===== src/rtl/mem_bus_arbiter.sv =====
// mem_bus_arbiter
//   Shares the byte-wide external memory port between instruction fetch
//   (32-bit reads) and the MEM stage (1/2/4-byte reads and writes). Each
//   access is split into little-endian byte transfers. Completion is a
//   one-cycle done pulse to the winning requester. MEM has fixed priority
//   over IF.
//
// Build option:
//   MEM_ARB_READ_OVERLAP_EN  defined   : a new read address every cycle,
//                                        so an n-byte read is done in C(n+2).
//                            undefined : two cycles per read byte, so an
//                                        n-byte read is done in C(2n+1).
//
// Ports:
//   clk, rst (sync, active high), rdy (low = freeze all state)
//   if_req/if_addr/if_abort      -> if_done/if_data        IF word read
//   mem_req/mem_we/mem_addr/mem_len/mem_wdata
//                                -> mem_done/mem_rdata     MEM access
//   arb_busy                     high in every non-IDLE state
//   mem_din, mem_dout, mem_a, mem_wr                       external byte bus
//
// Port names follow the surrounding CPU's bus; internal registers use r_,
// combinational signals use w_.

module mem_bus_arbiter (
  input  logic        clk,
  input  logic        rst,
  input  logic        rdy,
  input  logic        if_req,
  input  logic [31:0] if_addr,
  input  logic        if_abort,
  output logic        if_done,
  output logic [31:0] if_data,
  input  logic        mem_req,
  input  logic        mem_we,
  input  logic [31:0] mem_addr,
  input  logic [2:0]  mem_len,
  input  logic [31:0] mem_wdata,
  output logic        mem_done,
  output logic [31:0] mem_rdata,
  output logic        arb_busy,
  input  logic [7:0]  mem_din,
  output logic [7:0]  mem_dout,
  output logic [31:0] mem_a,
  output logic        mem_wr
);

  typedef enum logic [2:0] {
    S_IDLE,
    S_IF_RD,
    S_MEM_RD,
    S_MEM_WR,
    S_DONE
  } state_t;

  state_t      r_state;
  state_t      w_state_next;

  logic        r_owner_if;   // 1: current/last transfer belongs to IF
  logic [2:0]  r_n;          // byte count of the transfer
  logic [2:0]  r_i;          // issue index: byte currently on mem_a
  logic [2:0]  r_c;          // capture index: next assembly lane to fill
  logic        r_pend;       // mem_din this cycle belongs to byte r_c
  logic [31:0] r_mem_a;
  logic [31:0] r_wdata;
  logic [31:0] r_asm;        // read assembly register
  logic [31:0] r_if_data;
  logic [31:0] r_mem_rdata;

  logic [2:0]  w_n_mem;
  logic        w_last_cap;
  logic        w_last_wr;
  logic        w_wr;
  logic [31:0] w_asm_next;

  // Lengths other than 1 and 2 are treated as a full word.
  always_comb begin
    case (mem_len)
      3'd1:    w_n_mem = 3'd1;
      3'd2:    w_n_mem = 3'd2;
      default: w_n_mem = 3'd4;
    endcase
  end

  assign w_last_cap = r_pend && (r_c == r_n - 3'd1);
  assign w_last_wr  = (r_i == r_n - 3'd1);

  // Assembly register with the byte arriving this cycle merged into lane r_c.
  always_comb begin
    w_asm_next = r_asm;
    w_asm_next[{r_c[1:0], 3'b000} +: 8] = mem_din;
  end

  // NOTE: every signal assigned in a combinational block gets a default first
  // so no path leaves it unassigned and a latch is never inferred.
  always_comb begin
    w_state_next = r_state;
    if (rdy) begin
      case (r_state)
        S_IDLE: begin
          if (mem_req)                   w_state_next = mem_we ? S_MEM_WR : S_MEM_RD;
          else if (if_req && !if_abort)  w_state_next = S_IF_RD;
        end
        S_IF_RD: begin
          if (if_abort)        w_state_next = S_IDLE;
          else if (w_last_cap) w_state_next = S_DONE;
        end
        S_MEM_RD: if (w_last_cap) w_state_next = S_DONE;
        S_MEM_WR: if (w_last_wr)  w_state_next = S_DONE;
        S_DONE:   w_state_next = S_IDLE;
        default:  w_state_next = S_IDLE;
      endcase
    end
  end

  // NOTE: state registers use non-blocking assignments so every flop samples
  // the values from before the clock edge, regardless of statement order.
  always_ff @(posedge clk) begin
    if (rst) r_state <= S_IDLE;
    else     r_state <= w_state_next;
  end

  always_ff @(posedge clk) begin
    if (rst) begin
      r_owner_if  <= 1'b0;
      r_n         <= 3'd0;
      r_i         <= 3'd0;
      r_c         <= 3'd0;
      r_pend      <= 1'b0;
      r_mem_a     <= 32'd0;
      r_wdata     <= 32'd0;
      r_asm       <= 32'd0;
      r_if_data   <= 32'd0;
      r_mem_rdata <= 32'd0;
    end else if (rdy) begin
      case (r_state)
        S_IDLE: begin
          if (w_state_next != S_IDLE) begin
            r_owner_if <= !mem_req;
            r_n        <= mem_req ? w_n_mem : 3'd4;
            r_mem_a    <= mem_req ? mem_addr : if_addr;
            r_wdata    <= mem_wdata;
            r_i        <= 3'd0;
            r_c        <= 3'd0;
            r_pend     <= 1'b0;
            r_asm      <= 32'd0;   // unfilled upper lanes read back as zero
          end
        end
        S_IF_RD, S_MEM_RD: begin
          if (r_pend) begin
            r_asm <= w_asm_next;
            r_c   <= r_c + 3'd1;
          end
          // Publish only on completion so an aborted fetch leaves if_data intact.
          if (w_last_cap) begin
            if (!r_owner_if)    r_mem_rdata <= w_asm_next;
            else if (!if_abort) r_if_data   <= w_asm_next;
          end
`ifdef MEM_ARB_READ_OVERLAP_EN
          // Issue the next address while the previous byte is returning.
          r_pend <= 1'b1;
          if (r_i != r_n - 3'd1) begin
            r_i     <= r_i + 3'd1;
            r_mem_a <= r_mem_a + 32'd1;
          end
`else
          // Alternate address cycle / capture cycle; advance after a capture.
          r_pend <= !r_pend;
          if (r_pend && (r_i != r_n - 3'd1)) begin
            r_i     <= r_i + 3'd1;
            r_mem_a <= r_mem_a + 32'd1;
          end
`endif
        end
        S_MEM_WR: begin
          if (!w_last_wr) begin
            r_i     <= r_i + 3'd1;
            r_mem_a <= r_mem_a + 32'd1;
          end
        end
        default: ;
      endcase
    end
  end

  // While rdy is low the strobe is withheld; the same byte goes out on resume.
  assign w_wr      = (r_state == S_MEM_WR) && rdy;
  assign mem_wr    = w_wr;
  assign mem_dout  = w_wr ? r_wdata[{r_i[1:0], 3'b000} +: 8] : 8'h00;
  assign mem_a     = r_mem_a;
  assign if_done   = (r_state == S_DONE) &&  r_owner_if;
  assign mem_done  = (r_state == S_DONE) && !r_owner_if;
  assign if_data   = r_if_data;
  assign mem_rdata = r_mem_rdata;
  assign arb_busy  = (r_state != S_IDLE);

endmodule


===== config.mk =====
export PLATFORM = sky130hd
export DESIGN_NAME = mem_bus_arbiter
export DESIGN_NICKNAME = d
export VERILOG_FILES = /design/src/rtl/mem_bus_arbiter.sv
export SDC_FILE = /design/constraint.sdc
export NUM_CORES = 1
export LEC_CHECK = 0
export ABC_AREA = 1
export ABC_CLOCK_PERIOD_IN_PS = 2400
export BUFFER_PORTS_ARGS = -buffer_cell sky130_fd_sc_hd__buf_2
export CORE_ASPECT_RATIO = 0.9
export CORE_MARGIN = 2
export CORE_UTILIZATION = 54
export CTS_CLUSTER_SIZE = 25
export DETAILED_ROUTE_END_ITERATION = 8
export PLACE_DENSITY = 0.8
export SETUP_SLACK_MARGIN = 0.15
export SLEW_MARGIN = 0
export SYNTH_ARGS = -nofsm -noshare
export SYNTH_HDL_FRONTEND = slang
export SYNTH_SLANG_ARGS = --single-unit

===== constraint.sdc =====
create_clock -name clk -period 2.4 [get_ports clk]
set_input_delay 0.48 -clock clk [delete_from_list [all_inputs] [get_ports clk]]
set_output_delay 0.48 -clock clk [all_outputs]
set_load 0.005 [all_outputs]

==> summary.md, run 1 <==
| Metric | Value |
|---|---|
| Outcome | complete, but fails checks |
| Failing checks | setup timing |
| ANT cells | 0 |
| Yosys top cell area share | 0.377 |
| Clock buffer depth | 2 |
| Hold Crit Depth | 3 |
| Req. time, crit path | 2.74 ns |
| Via count | 10800 |
| GRT Total Usage | 0.316 |
| Post-synth EDFFs | 0 |
| Commonest cells in the synthesized netlist | nor2_1, nand2_1, dfxtp_1 |
| Worst Hold Class | primary input to flip-flop |
| Final net count | 1831 |
| HPWL after DPL | 18.8 mm |
| Placed cells | 1858 |
| Hold-fix buffers at CTS | 0 |
| Initial antenna violation count | 0 |
| Initial DRT Pass Iterations | 6 |
| H-tree levels | 4 |
| Synth Area per Inst | 6.30 sq um |
| Antenna-violating nets left | 0 |
| Vias in the first global route | 9375 |
| Die Y | 128 um |
| Achievable frequency | 0.393 GHz |
| Critical R2R Capture | mem_a[17] |
| Reg2Reg Launch Point | r_n[0] |
| # DRC | 0 |
| Share of post-route cells with drive strength above 1 | 0.247 |
| CTS tree | yes |
| Vias per cell | 5.57 |
| # clock sinks | 174 |
| Die area | 18200 sq um |
| Max_cap viols | 0 |
| Final Hold Vio Count | 0 |
| Hold WS | 0.285 ns |
| Global-route wire length before repair | 46.5 mm |
| Final worst path period share | 1.06 |
| Fillers | 1324 |
| CP Max Fanout | 8 |
| DRT iter0 DRCs | 1202 |
| Crit Path Category | flip-flop to flip-flop |
| Rel. slew slack | 0.655 |
| Grt total ovfl | 0 |
| Post-layout util | 0.719 |
| Data arrival, critical path | 2.88 ns |
| Asr flop ratio synth | 0 |
| Leak | 6.25 nW |
| Net Count, Synth | 1590 |
| Clock root buffer | clkbuf_16 |
| Min-Delay Startpoint | mem_wdata[13] |
| Cell variety after synth | 37 |
| Worst vdd ir | 0.000623 V |
| Core ar. | 16800 sq um |
| Fin Setup TNS | -5.16 ns |
| Sequential element share of the synthesized area | 0.377 |
| Area Overhead vs Synth | 30.9% |
| Worst setup EP type | flip-flop |
| Seq cells post-synth | 174 |
| Reg2Reg Depth | 19 |
| Largest net degree at the start of global routing | 91 |
| Worst Setup Start Kind | flip-flop |
| Slew Limit Fails | 0 |
| Primary FF master, synth | dfxtp_1 |
| RSZ-0062 raised after global routing | true |
| Total Wirelength | 31.4 mm |
| WHS Endpoint | r_wdata[13] |
| Routability cong. | 0.974 |
| Footprint of the multi-input gates | 5100 sq um |
| Mapped Cells | 1467 |
| Area contributors post-synth | dfxtp_1, nor2_1, nand2_1 |
| Synth area leader | dfxtp_1 |
| I/O Pins | 222 |
| Reg2Reg Setup Slack | -0.14 ns |
| Clock skew | 0.0104 ns |
| Die Wd | 142 um |
| Power per cell area | 702 nW/um^2 |
| Worst-path clk slew | 0.07 ns |
| Initial Utilization | 0.549 |
| Most frequent cell after synthesis | nor2_1 |
| Latest clock arrival within the worst-skew pair | 0.44 ns |
| CTS Buf Count | 17 |
| FF+latch area | 3490 sq um |
| Final Setup Violations | 82 |
| Worst setup margin | -0.145 ns |
| Layout Cells excl Fill | 1932 |
| # rows | 45 |
| WL/cell | 16.2 um |
| Slew @ Worst Pin | 0.517 ns |
| Mapped Area | 9240 sq um |
| Minimum clock period | 2.54 ns |
| Port-buffer cells | 221 |
| Synth Warn # | 0 |
==> logic make-up after synthesis <==
group,after synthesis,synth area share
buffers and inverters,225,0.0996
AO/OA/AOI/OAI,209,0.120
XOR/XNOR,27,0.0256
multiplexers,5,0.00542
AND/OR/NAND/NOR,818,0.360
adder cells (fa/ha/maj),9,0.0122
flip-flops,174,0.377
==> registers in the layout, summed over array words and instances, names as in the netlist, 3 cells and up <==
register	flops
r_i	3
r_asm	32
r_wdata	32
mem_a	32
r_n	3
mem_rdata	32
r_c	3
r_state	3
if_data	32
==> how the worst max path moves through the flow <==
stage                      start         to  slack (ns)  depth (start not counted)
after floorplan           r_n[0]  r_asm[23]        0.31                         18
after global placement    r_n[0]  mem_a[17]        0.15                         18
after detailed placement  r_n[0]  mem_a[28]      -0.005                         18
after CTS                 r_n[0]  mem_a[13]        0.12                         20
after global routing      r_n[0]  mem_a[17]       -0.20                         19
final                     r_n[0]  mem_a[17]       -0.14                         19
==> final cells by class <==
type | count | share of cell area
inverters | 144 | 0.0464
multi-input cells | 1068 | 0.421
clock buffers | 19 | 0.0358
flip-flops and latches | 174 | 0.288
well taps | 211 | 0.0218
repair buffers | 303 | 0.174
clock inverters | 13 | 0.0121
==> stage by stage <==
stage | cell area [sq um] | power, mW | setup slack, ns
6_report | 12100 | 8.50 | -0.145
3_3_place_gp | 10600 | 5.17 | 0.148
4_1_cts | 11700 | 8.20 | 0.122
5_1_grt | 12100 | 8.86 | -0.201
3_5_place_dp | 10600 | 5.22 | -0.00543
2_1_floorplan | 9240 | 4.63 | 0.305
==> critical path, stage by stage (launching register included) <==
cell and delay [ns]:
dfxtp_2 0.35, inv_4 0.04, ha_4 0.27, inv_2 0.04
nand2_2 0.06, nand2_2 0.07, nor2_4 0.10, nand2_2 0.08
nand2_2 0.09, nand3_1 0.20, a21oi_4 0.27, nand3_4 0.12
buf_12 0.16, nand2_8 0.09, buf_12 0.11, buf_6 0.09
buf_12 0.12, nand2_1 0.06, nand2_1 0.07, nor2_1 0.05
==> layer usage <==
| layer | up-vias | wire (um) | track usage |
|---|---|---|---|
| li1 | 5114 | - | - |
| met1 | 4890 | 13200 | 0.439 |
| met2 | 653 | 13700 | 0.484 |
| met3 | 106 | 3340 | 0.0736 |
| met4 | 0 | 1170 | 0.111 |
| met5 | - | 0 | 0 |
==> cells in the final DEF (no fill, tap or decap), types with 19 or more instances in the layout <==
master	n
clkbuf_16	22
nand2_1	322
nor3_1	19
o21ai_0	128
buf_2	221
nand4_1	36
buf_4	53
dfxtp_1	171
o22ai_1	29
xor2_1	26
nand3_1	30
inv_1	129
nor2_1	349
==> where the power goes <==
part,switching (mW),internal [mW]
combinational,1.44,0.978
clock,1.30,1.48
sequential,0.185,3.12
==> repair_timing <==
item                                    CTS  global route
resized for setup                        36            74
pin swaps                                23            23
hold endpoints to repair                  0             0
setup buffers                            21            10
cloned                                    5             6
endpoints found under the setup margin  116           157
(Power assumes the default switching activity.)
==> inputs of run 2 (changes only) <==
GPL_TIMING_DRIVEN = 0   (was not set)
PLACE_DENSITY = 0.81   (was 0.8)
==> run 2 against run 1 <==
Net effect:
- the run now ends clean
- sequential cell count unchanged
- utilization shrank 1.0 points
- hold slack improved by 0.0085 ns
- non-clock buffer count increased by 20
- routed wire length grew 0.23%
- register-to-register slack gained 0.24 ns
- first-iteration DRC count is 17% lower
- sequential power about the same
- highest routed layer is now met5
==> summary.md, run 2 (synthesis gave the netlist of run 1 again) <==
| Metric | Value |
|---|---|
| H-tree levels | 4 |
| Clock skew | 0.0125 ns |
| Port-buffer cells | 219 |
| # DRC | 0 |
| Post-layout util | 0.709 |
| Critical path depth | 8 |
| Most frequent cells in the layout | nor2_1, nand2_1, buf_2 |
| Worst-path clk slew | 0.07 ns |
| Outcome | completed |
| Clock root buffer | clkbuf_16 |
| Final worst path period share | 0.960 |
| Final Power | 8.40 mW |
| GRT Total Usage | 0.328 |
| Power per cell area | 704 nW/um^2 |
| HPWL after DPL | 22.0 mm |
| Critical R2R Capture | r_wdata[31] |
| Achievable frequency | 0.434 GHz |
| Via count | 10700 |
| CTS tree | yes |
| Placed cells | 1897 |
| Crit Path Category | flip-flop to output port |
| Final net count | 1851 |
| Data arrival, critical path | 1.83 ns |
| Final Hold Vio Count | 0 |
| Slew Limit Fails | 0 |
| CP peak stage delay | 0.35 ns |
| Vias in the first global route | 9069 |
| Worst Setup EP | mem_dout[1] |
| WL/cell | 16.1 um |
| DRT iter0 DRCs | 1003 |
| Worst Setup Start Kind | flip-flop |
| Die area | 18200 sq um |
| Worst setup margin | 0.0949 ns |
| CP bufs+invs | 4 |
| Slowest library cell on the worst path | dfxtp_2 |
| Initial antenna violation count | 3 |
| Die Y | 128 um |
| Fin Setup TNS | 0 ns |
| Grt total ovfl | 0 |
| Most common cell after layout, fill and taps aside | nor2_1 |
| Initial DRT Pass Iterations | 6 |
| Final Setup Violations | 0 |
| Hold-fix buffers at CTS | 0 |
| Vias per cell | 5.46 |
| CP Max Fanout | 8 |
| Minimum clock period | 2.31 ns |
| Leak | 6.14 nW |
| CP delay by family, top | buffers and inverters |
| Worst vdd ir | 0.000570 V |
| Total Wirelength | 31.5 mm |
| Largest net degree at the start of global routing | 21 |
| Die Wd | 142 um |
| Worst setup EP type | output port |
| Reg2Reg Setup Slack | 0.09 ns |
| Max_cap viols | 0 |
| Reg2Reg Launch Point | r_n[0] |
| Global-route wire length before repair | 46.5 mm |
| Area Overhead vs Synth | 29.1% |
| Req. time, crit path | 1.92 ns |
| Routability cong. | 1.01 |
| Share of post-route cells with drive strength above 1 | 0.241 |
| Reg2Reg Depth | 17 |
| Clock buffer depth | 2 |
| Slew @ Worst Pin | 1.05 ns |
| Place WS | -0.829 ns |
| CTS Buf Count | 17 |
| # clock sinks | 174 |
| Initial Utilization | 0.549 |
| Layout Cells excl Fill | 1954 |
| Antenna-violating nets left | 0 |
| # rows | 45 |
| I/O Pins | 222 |
| Worst Hold Class | primary input to flip-flop |
| Latest clock arrival within the worst-skew pair | 0.45 ns |
| Rel. slew slack | 0.292 |
| RSZ-0062 raised after global routing | true |
| Core ar. | 16800 sq um |
| Cell chain of the critical path | inv_2, nand2_1, nor2_4, inv_1, nor2_4, inv_2, a21oi_1, buf_2 |
| CP startpoint | r_state[2] |
## run 2: changes by cell type in the layout (fill, tap and decap cells not counted), moves of 12 or more
cell      delta
o22ai_1     -13
buf_12      -12
o22ai_2     +13
buf_4       -28
clkbuf_1    +28
clkbuf_2    +14
## run 2: per-layer routing
metal | part of all wire | global-route usage
met1 | 0.44 | 0.464
met2 | 0.43 | 0.492
met3 | 0.10 | 0.0770
met4 | 0.024 | 0.109
met5 | 0.00041 | 0
## run 2: worst min path at each step
stage | start | endpoint | depth (start not counted)
after floorplan | r_n[1] | r_n[1] | 2
after global placement | r_n[1] | r_n[1] | 2
after detailed placement | r_n[1] | r_n[1] | 2
after CTS | mem_wdata[30] | r_wdata[30] | 3
after global routing | rst | r_n[2] | 2
final | mem_wdata[0] | r_wdata[0] | 3
## run 2: worst min-delay path: cells and delay by family
| kind | cells | cell delay, ns |
|---|---|---|
| compound gates | 1 | 0.07 |
| buf+inv | 1 | 0.08 |
| simple gates | 1 | 0.07 |
## run 2: what timing repair did
| action | 4_1_cts | 5_1_grt |
|---|---|---|
| buffers inserted | 16 | 6 |
| pin swaps | 21 | 20 |
| cloned | 2 | 1 |
| endpoints found under the setup margin | 178 | 175 |
| gates resized for setup | 66 | 103 |
## run 2: per-stage QoR
stage               area (sq um)  hold WS, ns
floorplan                   9240        0.433
global placement           10600        0.451
detailed placement         10600        0.459
CTS                        11600        0.286
global route               11900        0.306
finish                     11900        0.293
## run 2: final cells by class
class,instances,area [sq um]
Antenna cell,2,5.00
Buffer,79,489
Clock buffer,17,425
Clock inverter,15,186
Fill cell,1448,4900
Inverter,144,551
Multi-Input combinational cell,1068,5180
Sequential cell,174,3490
Tap cell,211,264
Timing Repair Buffer,244,1340
## run 2: power by group
part           total (mW)  internal, mW  switching (mW)
Sequential           3.32          3.12           0.192
Combinational        2.25         0.853            1.40
Clock                2.83          1.42            1.41
Total                8.40          5.40            3.00
